## config.mk

```make
export PLATFORM = sky130hd
export DESIGN_NAME = ysyx_22050710_mem_stage_oq
export DESIGN_NICKNAME = d
export VERILOG_FILES = /design/src/rtl/ysyx_22050710_mem_stage_oq_pkg.sv /design/src/rtl/ysyx_22050710_mem_stage_oq_lsu_load.sv /design/src/rtl/ysyx_22050710_mem_stage_oq.sv
export SDC_FILE = /design/constraint.sdc
export NUM_CORES = 2
export LEC_CHECK = 0
export ABC_AREA = 1
export CAP_MARGIN = 20
export CORE_MARGIN = 2
export CORE_UTILIZATION = 25
export CTS_CLUSTER_DIAMETER = 60
export DETAILED_ROUTE_END_ITERATION = 10
export GPL_TIMING_DRIVEN = 1
export HOLD_SLACK_MARGIN = 0.08
export PLACE_DENSITY = 0.55
export SYNTH_ARGS = -nofsm -noshare
export SYNTH_HDL_FRONTEND = slang
export SYNTH_SLANG_ARGS = --single-unit
```

## constraint.sdc

```tcl
create_clock -name i_clk -period 13 [get_ports i_clk]
set_input_delay 1.3 -clock i_clk [delete_from_list [all_inputs] [get_ports i_clk]]
set_output_delay 1.3 -clock i_clk [all_outputs]
set_load 0.02 [all_outputs]
```

## src/rtl/ysyx_22050710_mem_stage_oq_pkg.sv

```systemverilog
// Shared widths, bus layouts and the load-op encoding for the memory stage
// and its outstanding queue.
package ysyx_22050710_mem_stage_oq_pkg;

  localparam int WORD_WD      = 64;
  localparam int PC_WD        = 64;
  localparam int INST_WD      = 32;
  localparam int GPR_ADDR_WD  = 5;
  localparam int CSR_ADDR_WD  = 12;
  localparam int SRAM_DATA_WD = 64;
  localparam int DEBUG_BUS_WD = 2 * PC_WD + INST_WD + 1 + WORD_WD;

  localparam int ES_TO_MS_BUS_WD = GPR_ADDR_WD + CSR_ADDR_WD + 8 + 3 * WORD_WD;
  localparam int MS_TO_WS_BUS_WD = 2 + GPR_ADDR_WD + CSR_ADDR_WD + 2 * WORD_WD;
  localparam int BYPASS_BUS_WD   = GPR_ADDR_WD + CSR_ADDR_WD + 2 * WORD_WD;

  // Load width/sign encoding, identical to the RISC-V load funct3 field.
  typedef enum logic [2:0] {
    MEM_LB  = 3'b000,
    MEM_LH  = 3'b001,
    MEM_LW  = 3'b010,
    MEM_LD  = 3'b011,
    MEM_LBU = 3'b100,
    MEM_LHU = 3'b101,
    MEM_LWU = 3'b110
  } mem_op_e;

  typedef struct packed {
    logic [GPR_ADDR_WD-1:0] rd;
    logic [CSR_ADDR_WD-1:0] csr;
    logic                   gpr_wen;
    logic                   csr_wen;
    logic                   mem_ren;
    logic                   mem_wen;
    logic [2:0]             mem_op;
    logic                   csr_inst_sel;
    logic [WORD_WD-1:0]     csrrdata;
    logic [WORD_WD-1:0]     alu_result;
    logic [WORD_WD-1:0]     csr_result;
  } es_to_ms_t;

  typedef struct packed {
    logic                   gpr_wen;
    logic [GPR_ADDR_WD-1:0] rd;
    logic [WORD_WD-1:0]     gpr_result;
    logic                   csr_wen;
    logic [CSR_ADDR_WD-1:0] csr;
    logic [WORD_WD-1:0]     csr_result;
  } ms_to_ws_t;

  typedef struct packed {
    logic [GPR_ADDR_WD-1:0] rd;
    logic [WORD_WD-1:0]     result;
    logic [CSR_ADDR_WD-1:0] csr;
    logic [WORD_WD-1:0]     csr_result;
  } bypass_t;

endpackage

```

## src/rtl/ysyx_22050710_mem_stage_oq_lsu_load.sv

```systemverilog
// Load data extraction: aligns the addressed lane of a 64-bit read word and
// sign/zero extends it according to the load op.
module ysyx_22050710_lsu_load
  import ysyx_22050710_mem_stage_oq_pkg::*;
(
  input  logic [2:0]              addr_i,
  input  logic [SRAM_DATA_WD-1:0] rdata_i,
  input  logic [2:0]              mem_op_i,
  output logic [WORD_WD-1:0]      data_o
);

  logic [SRAM_DATA_WD-1:0] shifted;

  assign shifted = rdata_i >> {addr_i, 3'b000};

  // NOTE: every path assigns data_o (default arm included), so no latch is inferred.
  always_comb begin
    case (mem_op_e'(mem_op_i))
      MEM_LB:  data_o = {{56{shifted[7]}},  shifted[7:0]};
      MEM_LH:  data_o = {{48{shifted[15]}}, shifted[15:0]};
      MEM_LW:  data_o = {{32{shifted[31]}}, shifted[31:0]};
      MEM_LBU: data_o = {56'b0, shifted[7:0]};
      MEM_LHU: data_o = {48'b0, shifted[15:0]};
      MEM_LWU: data_o = {32'b0, shifted[31:0]};
      default: data_o = shifted;
    endcase
  end

endmodule

```

## src/rtl/ysyx_22050710_mem_stage_oq.sv

```systemverilog
// Memory stage with an in-order outstanding queue; retires to WB in program order.
// Optional: YSYX_22050710_MS_DATA_OK_FWD_EN forwards data_ok/rdata straight to a waiting head.
module ysyx_22050710_mem_stage_oq
  import ysyx_22050710_mem_stage_oq_pkg::*;
#(
  parameter int OQ_DEPTH = 2
) (
  input  logic                                 i_clk,
  input  logic                                 i_rst,
  input  logic                                 i_ws_allowin,
  output logic                                 o_ms_allowin,
  input  logic                                 i_es_to_ms_valid,
  input  logic [ES_TO_MS_BUS_WD-1:0]           i_es_to_ms_bus,
  output logic                                 o_ms_to_ws_valid,
  output logic [MS_TO_WS_BUS_WD-1:0]           o_ms_to_ws_bus,
  input  logic                                 i_data_sram_data_ok,
  input  logic [SRAM_DATA_WD-1:0]              i_data_sram_rdata,
  output logic [BYPASS_BUS_WD-1:0]             o_ms_to_ds_bypass_bus,
  output logic [OQ_DEPTH*(1+GPR_ADDR_WD)-1:0]  o_ms_hazard_bus,
  output logic [$clog2(OQ_DEPTH):0]            o_ms_oq_cnt,
  input  logic [DEBUG_BUS_WD-1:0]              i_debug_es_to_ms_bus,
  output logic [DEBUG_BUS_WD-1:0]              o_debug_ms_to_ws_bus
);

  localparam int PTR_WD = $clog2(OQ_DEPTH);
  localparam int CNT_WD = PTR_WD + 1;

  typedef logic [PTR_WD-1:0] ptr_t;
  typedef logic [CNT_WD-1:0] cnt_t;

  ptr_t                    head_q, tail_q;
  cnt_t                    cnt_q, cnt_d;
  logic [OQ_DEPTH-1:0]     valid_q, valid_d, done_q, done_d;
  es_to_ms_t               ent_q   [OQ_DEPTH];
  logic [SRAM_DATA_WD-1:0] rdata_q [OQ_DEPTH];
  logic [DEBUG_BUS_WD-1:0] dbg_q   [OQ_DEPTH];

  es_to_ms_t               es_in, head_ent, yng_ent;
  ptr_t                    yng_idx, resp_idx, scan_idx;
  logic                    resp_found, resp_hit, head_fwd, push, pop;
  logic [SRAM_DATA_WD-1:0] head_rdata;
  logic [WORD_WD-1:0]      head_load, yng_load, yng_result;
  logic                    byp_ok;
  ms_to_ws_t               ws_out;
  bypass_t                 byp_out;

  assign es_in    = es_to_ms_t'(i_es_to_ms_bus);
  assign head_ent = ent_q[head_q];
  assign yng_idx  = tail_q - ptr_t'(1);
  assign yng_ent  = ent_q[yng_idx];

`ifdef YSYX_22050710_MS_DATA_OK_FWD_EN
  // An undone mem head can retire in the very cycle its response arrives.
  assign head_fwd   = valid_q[head_q] && !done_q[head_q] && i_data_sram_data_ok
                      && (head_ent.mem_ren || head_ent.mem_wen);
  assign head_rdata = done_q[head_q] ? rdata_q[head_q] : i_data_sram_rdata;
`else
  assign head_fwd   = 1'b0;
  assign head_rdata = rdata_q[head_q];
`endif

  assign o_ms_to_ws_valid = valid_q[head_q] && (done_q[head_q] || head_fwd);
  assign pop              = o_ms_to_ws_valid && i_ws_allowin;
  assign o_ms_allowin     = (cnt_q < cnt_t'(OQ_DEPTH)) || pop;
  assign push             = i_es_to_ms_valid && o_ms_allowin;
  assign o_ms_oq_cnt      = cnt_q;

  // Responses return in request order, so the oldest undone mem entry owns data_ok.
  always_comb begin
    resp_found = 1'b0;
    resp_idx   = head_q;
    scan_idx   = head_q;
    for (int k = 0; k < OQ_DEPTH; k++) begin
      scan_idx = head_q + ptr_t'(k);
      if (!resp_found && valid_q[scan_idx] && !done_q[scan_idx]
          && (ent_q[scan_idx].mem_ren || ent_q[scan_idx].mem_wen)) begin
        resp_found = 1'b1;
        resp_idx   = scan_idx;
      end
    end
  end

  assign resp_hit = i_data_sram_data_ok && resp_found;

  // Pop, then response, then push: a full-queue push reuses the slot just popped.
  always_comb begin
    valid_d = valid_q;
    done_d  = done_q;
    if (pop)      valid_d[head_q]  = 1'b0;
    if (resp_hit) done_d[resp_idx] = 1'b1;
    if (push) begin
      valid_d[tail_q] = 1'b1;
      done_d[tail_q]  = !(es_in.mem_ren || es_in.mem_wen);
    end
    cnt_d = cnt_q + cnt_t'(push) - cnt_t'(pop);
  end

  // NOTE: sequential state uses non-blocking assignments only.
  always_ff @(posedge i_clk) begin
    if (i_rst) begin
      head_q  <= '0;
      tail_q  <= '0;
      cnt_q   <= '0;
      valid_q <= '0;
      done_q  <= '0;
    end else begin
      head_q  <= pop  ? head_q + ptr_t'(1) : head_q;
      tail_q  <= push ? tail_q + ptr_t'(1) : tail_q;
      cnt_q   <= cnt_d;
      valid_q <= valid_d;
      done_q  <= done_d;
    end
  end

  // NOTE: payload rows are not reset; valid_q qualifies every use of them.
  always_ff @(posedge i_clk) begin
    if (push) begin
      ent_q[tail_q] <= es_in;
      dbg_q[tail_q] <= i_debug_es_to_ms_bus;
    end
    if (resp_hit) rdata_q[resp_idx] <= i_data_sram_rdata;
  end

  ysyx_22050710_lsu_load u_head_load (
    .addr_i   (head_ent.alu_result[2:0]),
    .rdata_i  (head_rdata),
    .mem_op_i (head_ent.mem_op),
    .data_o   (head_load)
  );

  ysyx_22050710_lsu_load u_yng_load (
    .addr_i   (yng_ent.alu_result[2:0]),
    .rdata_i  (rdata_q[yng_idx]),
    .mem_op_i (yng_ent.mem_op),
    .data_o   (yng_load)
  );

  always_comb begin
    ws_out = '0;
    if (valid_q[head_q]) begin
      ws_out.gpr_wen    = head_ent.gpr_wen;
      ws_out.rd         = head_ent.rd;
      ws_out.gpr_result = head_ent.mem_ren ? head_load
                        : (head_ent.csr_inst_sel ? head_ent.csrrdata : head_ent.alu_result);
      ws_out.csr_wen    = head_ent.csr_wen;
      ws_out.csr        = head_ent.csr;
      ws_out.csr_result = head_ent.csr_result;
    end
  end

  assign o_ms_to_ws_bus       = ws_out;
  assign o_debug_ms_to_ws_bus = valid_q[head_q] ? dbg_q[head_q] : '0;

  // Bypass only from the youngest entry, and only once its value is final.
  assign yng_result = yng_ent.mem_ren ? yng_load
                    : (yng_ent.csr_inst_sel ? yng_ent.csrrdata : yng_ent.alu_result);
  assign byp_ok     = valid_q[yng_idx] && !yng_ent.mem_wen
                      && !(yng_ent.mem_ren && !done_q[yng_idx]);

  always_comb begin
    byp_out = '0;
    if (byp_ok && yng_ent.gpr_wen) begin
      byp_out.rd     = yng_ent.rd;
      byp_out.result = yng_result;
    end
    if (byp_ok && yng_ent.csr_wen) begin
      byp_out.csr        = yng_ent.csr;
      byp_out.csr_result = yng_ent.csr_result;
    end
  end

  assign o_ms_to_ds_bypass_bus = byp_out;

  for (genvar i = 0; i < OQ_DEPTH; i++) begin : g_hazard
    logic is_yng;
    assign is_yng = (ptr_t'(i) == yng_idx);
    assign o_ms_hazard_bus[i*(1+GPR_ADDR_WD)+GPR_ADDR_WD] =
      valid_q[i] && ent_q[i].gpr_wen && (!done_q[i] || !is_yng);
    assign o_ms_hazard_bus[i*(1+GPR_ADDR_WD) +: GPR_ADDR_WD] =
      valid_q[i] ? ent_q[i].rd : '0;
  end

endmodule

```

### Yosys cells after proc, flatten, opt, wreduce, memory -nomap -nowiden

Memory sizes are Yosys's and may differ from the RTL's. A register that Yosys moved wholly into a read port is not among the register bits.
Cells that the tools add are included.
W data, S select, Z words.

* latch bits: 0
* input bits: 511
* memories kept: 3
* output and inout bits: 533
* bits in writable memories: 1012
* bits in read-only memories: 0
* register bits after elaboration: 8

* reductions and logical operators: 39
* multipliers: 0
* div/mod/pow operators: 0
* eq/ne operators: 10
* add/subtract/negate cells: 5
* bitwise logic cells: 4
* muxes and demuxes: 48
* shift-type cells: 2
* order comparisons: 9

Memory list
* dbg_q: words 2, width 225, rd ports 1, clocked after Yosys merged registers in 1, write ports 1, line ysyx_22050710_mem_stage_oq.sv:36 `logic [DEBUG_BUS_WD-1:0] dbg_q [OQ_DEPTH];`
* ent_q: words 2, width 217, rd ports 5, clocked after Yosys merged registers in 1, write ports 1, line ysyx_22050710_mem_stage_oq.sv:34 `es_to_ms_t ent_q [OQ_DEPTH];`
* rdata_q: words 2, width 64, rd ports 2, clocked after Yosys merged registers in 1, write ports 1, line ysyx_22050710_mem_stage_oq.sv:35 `logic [SRAM_DATA_WD-1:0] rdata_q [OQ_DEPTH];`

Operator list (count)
* $pmux W64 S6: 2
* $mux W64: 4
* $mux W225: 1
* $mux W147: 1
* $shr A64 B6 Y64: 2
* $mux W76: 1
* $mux W69: 1
* $mux W1: 28
* $logic_and A1 B1 Y1: 21
* $eq A3 B3 Y1 const B: 6
* $logic_not A1 Y1: 10
* $lt A1 B2 Y1 const B: 5
* $mux W5: 2
* $mux W2: 4
* $eq A3 B1 Y1 const B: 2
* $eq A3 B2 Y1 const B: 2
* $logic_not A3 Y1: 2
* $logic_or A1 B1 Y1: 6
* $or A2 B2 Y2: 2
* $demux W1 S1: 3
* $ge A1 B1 Y1 const B: 3
* $add A1 B1 Y1 const B: 2
* $add A2 B1 Y2: 1
* $and A2 B2 Y2: 1
* 5 further kinds: 5

### Logic depth before layout (Yosys ltp)

* depth after elaboration: 19
* mapped depth: 16

### Modules after synthesis

Synthesis repeated with hierarchy kept, for this count alone.

* cell total of the unflattened synthesis: 5754
* area, all modules: 51430.6 sq um

By module, submodules not included
* ysyx_22050710_mem_stage_oq: cells each 4770, area an instance 46520.9 sq um, times used 1, seq. area each 30569.3 sq um
* ysyx_22050710_lsu_load: cells each 492, area an instance 2454.9 sq um, times used 2, seq. area each 0.0 sq um

### Least setup slack after synthesis

OpenSTA, ideal clock, no wires.

* path type: input to register
* start: input port i_ws_allowin
* end: register done_q[1]
* setup time: 0.136 ns
* stages on the path: 7
* buffers on the path: 0
* setup slack: -1.395 ns
* data arrival time: 14.259 ns
* required time: 12.864 ns
* cell sequence: nand2_1 -> nand2_1 -> nand2_1 -> nor2_2 -> inv_1 -> o21ai_0 -> a21oi_1

* longest elaborated chain between the ends: 4

Ends and longest elaborated chain
* start: declaration: line ysyx_22050710_mem_stage_oq.sv:10 `input logic i_ws_allowin,`
* $logic_and A1 B1 Y1: line ysyx_22050710_mem_stage_oq.sv:63 `assign pop = o_ms_to_ws_valid && i_ws_allowin;`
* $logic_or A1 B1 Y1: line ysyx_22050710_mem_stage_oq.sv:64 `assign o_ms_allowin = (cnt_q < cnt_t'(OQ_DEPTH)) || pop;`
* named net o_ms_allowin: line ysyx_22050710_mem_stage_oq.sv:11 `output logic o_ms_allowin,`
* $logic_and A1 B1 Y1: line ysyx_22050710_mem_stage_oq.sv:65 `assign push = i_es_to_ms_valid && o_ms_allowin;`
* $mux W2: line ysyx_22050710_mem_stage_oq.sv:91 `if (push) begin`
* end signal: assignment: line ysyx_22050710_mem_stage_oq.sv:111 `done_q <= done_d;`
* end: declaration: line ysyx_22050710_mem_stage_oq.sv:33 `logic [OQ_DEPTH-1:0] valid_q, valid_d, done_q, done_d;`

The timed path passes the listed nets, and every way through them passes these cells.
A chain may end at the register's enable or synchronous reset.

### Worst setup path in the final report

* start: register tail_q
* end: output port o_ms_to_ds_bypass_bus[97]

* longest elaborated chain between the ends: 9
* elaborated cells on any way between the ends: 25

Ends and longest elaborated chain
* start: declaration: line ysyx_22050710_mem_stage_oq.sv:31 `ptr_t head_q, tail_q;`
* start signal: assignment: line ysyx_22050710_mem_stage_oq.sv:108 `tail_q <= push ? tail_q + ptr_t'(1) : tail_q;`
* $sub A1 B1 Y1 *: line ysyx_22050710_mem_stage_oq.sv:49 `assign yng_idx = tail_q - ptr_t'(1);`
* branches (longest 7 deep; another with $mem_v2 Z2 W64)
* $mux W69 *: line ysyx_22050710_mem_stage_oq.sv:162 `if (byp_ok && yng_ent.gpr_wen) begin`
* end: declaration: line ysyx_22050710_mem_stage_oq.sv:18 `output logic [BYPASS_BUS_WD-1:0] o_ms_to_ds_bypass_bus,`

Mark *: on every way between the ends. The select of a mux whose other input is x is not followed.

==> results.sh <==
export IMPL_post_place_ws_ns=6.35
export IMPL_synth_area_leaders="edfxtp_1 61%, nand2_1 16%, o21ai_0 6.5%"
export IMPL_port_buffers=1043
export IMPL_worstMarginPinSlew_ns=1.29
export IMPL_status="finished clean"
export IMPL_timing_rr_end="dbg_q[1][123]"
export IMPL_async_reset_ff_share_pct=0
export IMPL_initial_core_util_pct=25.2
export IMPL_whs_ns=0.489
export IMPL_grt_start_max_net_pins=160
export IMPL_die_y_um=451
export IMPL_finalHoldViolations=0
export IMPL_slew_viol_final=0
export IMPL_critPathSlowestCell="clkdlybuf4s50_1"
export IMPL_cts_tree="built"
export IMPL_cpMostUsedCell="nand2_1"
export IMPL_io_pins=1044
export IMPL_clkTransAtPathRegs_ns=0.06
export IMPL_fin_nets=6887
export IMPL_clockBufferDepth=3
export IMPL_wl_met3_um=18800
export IMPL_crit_fanout=56
export IMPL_ant_nets=0
export IMPL_stdcell_area_um2=67000
export IMPL_syn2layout_area_growth_pct=34.4
export IMPL_grt_first_pass_wirelength_um=319000
export IMPL_rr_startpoint="valid_q[1]"
export IMPL_fillerInstances=20200
export IMPL_core_area_um2=198000
export IMPL_clock_latency_ns=0.77
export IMPL_ys_seq_area_share_pct=61.3
export IMPL_gp_congestion=0.980
export IMPL_antenna_found_initial=84
export IMPL_fp_dieArea_um2=203000
export IMPL_htreeDepth=4
export IMPL_cts_buffers=134
export IMPL_wl_per_cell_um=25.5
export IMPL_post_cts_resized=0
export IMPL_post_route_period_util_pct=58.1
export IMPL_path_class="reg -> out"
export IMPL_gr_total_overflow=0
export IMPL_route_met2_wl_um=114000
export IMPL_grt_pass1_vias=41500
export IMPL_synth_top_area_share_pct=61.0
export IMPL_p_leak_nw=26.9
export IMPL_hold_buffers=0
export IMPL_ys_flop_type="edfxtp_1"
export IMPL_dpl_cell_area_um2=62500
export IMPL_hpwl_um=170000
export IMPL_max_stage_delay_ns=0.74
export IMPL_yosysWarningCount=0
export IMPL_cap_violations=0
export IMPL_yosys_area_top_type="edfxtp_1"
export IMPL_drcViolationCount=0
export IMPL_fmax_ghz=0.132
export IMPL_final_setup_tns_ns=0
export IMPL_netlist_area_um2=49900
export IMPL_final_cells=9149
export IMPL_min_period_ns=7.56
export IMPL_min_path_cells=1
export IMPL_yosys_top_cells_count="2088 x nand2_1, 1012 x edfxtp_1, 650 x o21ai_0"
export IMPL_num_vias=43800
export IMPL_final_layout_size_suffix_gt1_share_pct=4.66
export IMPL_grt_use_total_pct=22.0
export IMPL_placed_cells=8877
export IMPL_hold_end="o_ms_oq_cnt[1]"
export IMPL_wl_met1_um=89600
export IMPL_cts_sinks=1021
export IMPL_synth_edff_count=1012
export IMPL_syn_inst=5509
export IMPL_synth_fp_nets=6022
export IMPL_die_w_um=451
export IMPL_yosysMostFrequentCell="nand2_1"
export IMPL_rows=163
export IMPL_clockRootBuffer="clkbuf_16"
export IMPL_synth_ff_latch_count=1021
export IMPL_peakVddDrop_mv=0.107
export IMPL_drt_iter0_drc=4755
export IMPL_wl_um=234000
export IMPL_end_kind="output port"
export IMPL_rsz0062_at_grt="false"
export IMPL_hp_class="reg -> reg"
export IMPL_cts_setup_buffers=0
export IMPL_highest_layer="met5"
export IMPL_ys_types=45
export IMPL_clock_skew_ns=0.0351
export IMPL_via_per_inst=4.78
export IMPL_reg2reg_slack_ns=7.80
export IMPL_p_per_area_nw_per_um2=150
export IMPL_avgSynthCellArea_um2=9.05
export IMPL_hp_start="o_ms_oq_cnt[1]"
export IMPL_startpoint_type="register"
export IMPL_finalWorstSetupSlack_ns=5.44
export IMPL_ff2ff_path_depth=11
export IMPL_cp_required_ns=11.70
export IMPL_finalSetupViolCount=0
export IMPL_dr_pass1_iters=8
export IMPL_relSlewSlack_pct=13.7
export IMPL_cp_cell_sequence="buf_4, buf_4, nand2_1, nand2_1, buf_4, nand2_1, nand2_1, nand2_1, nand3_1, nand3_2, nand2_2, inv_1, a21oi_1, clkdlybuf4s50_1"
export IMPL_arrival_ns=6.26
-- critical path, delay by kind of cell, from the launching register on --
kind                   cells  cell delay [ns]
AOI/OAI and AO/OA          1             0.63
and+or+nand+nor            8             1.30
buffers and inverters      5             2.80
DFF                        1             0.64
-- layout by cell type (no fill, tap or decap), types with 7 or more instances in the layout --
cell type,netlist,routed
clkbuf_16,0,135
inv_2,10,11
diode_2,0,28
nand2_1,2088,2086
o21ai_0,650,649
o22ai_1,53,53
o221ai_1,10,10
clkinv_2,0,16
o211ai_1,46,46
bufinv_16,0,12
clkinvlp_4,0,9
inv_1,504,499
and2_1,13,13
a31oi_1,22,22
o21ai_1,25,25
nor3_1,22,22
clkbuf_1,176,20
a21oi_1,266,266
buf_4,16,50
clkdlybuf4s50_1,0,1043
clkinv_1,0,23
edfxtp_1,1012,1012
inv_6,0,8
dfxtp_1,9,7
nand3_1,152,152
nor2_1,203,203
inv_8,0,7
-- kinds of logic after synthesis --
kind of cell | count (synthesis) | synth area share [%]
AO/OA/AOI/OAI | 1096 | 11.7
XOR/XNOR | 3 | 0.0527
adder cells (fa/ha/maj) | 2 | 0.0502
buffers and inverters | 886 | 7.39
flip-flops | 1021 | 61.3
multiplexers | 1 | 0.0201
AND/OR/NAND/NOR | 2500 | 19.5
-- worst max-delay path by stage --
stage                  from  slack [ns]                   endpoint
3_5_place_dp         tail_q        6.35  o_ms_to_ds_bypass_bus[97]
3_3_place_gp       register        6.03        o_ms_to_ws_bus[128]
6_report             tail_q        5.44  o_ms_to_ds_bypass_bus[97]
2_1_floorplan  i_ws_allowin        1.74                dbg_q[0][0]
5_1_grt              tail_q        5.10  o_ms_to_ds_bypass_bus[97]
4_1_cts              tail_q        5.44  o_ms_to_ds_bypass_bus[97]
-- registers in the layout (all words and copies together), names as in the netlist, named ones only --
register,count
dbg_q,450
done_q,2
ent_q,434
head_q,1
o_ms_oq_cnt,2
rdata_q,128
tail_q,1
valid_q,2
-- per-layer routing --
layer	vias to the layer above	global-route usage, %
met5	-	0
met4	30	9.82
met3	427	5.38
met2	2102	37.3
met1	21200	26.4
li1	20100	-
-- through the flow --
stage	util [%]	total power, mW
6_report	33.9	10.1
5_1_grt	33.9	10.4
4_1_cts	33.8	10.1
3_5_place_dp	31.6	6.36
3_3_place_gp	31.6	6.36
2_1_floorplan	-	5.29
-- report_power, final --
| part | leakage [nW] | internal (mW) | switching, mW |
|---|---|---|---|
| combinational | 15.3 | 0.713 | 1.58 |
| sequential | 9.50 | 3.92 | 0.0898 |
| clock | 2.16 | 2.19 | 1.56 |
| total | 26.9 | 6.82 | 3.23 |
-- area by class of cell --
| cell class | count | area [µm²] | share of cell area (%) |
|---|---|---|---|
| clock inverters | 88 | 1040 | 1.55 |
| flip-flops and latches | 1021 | 30600 | 45.6 |
| multi-input cells | 3602 | 15700 | 23.4 |
| repair buffers | 1101 | 11000 | 16.4 |
| clock buffers | 155 | 3450 | 5.15 |
| well taps | 2640 | 3300 | 4.93 |
| inverters | 514 | 1950 | 2.91 |
| diodes | 28 | 70.1 | 0.105 |
Power figures use the tool's default switching activity.
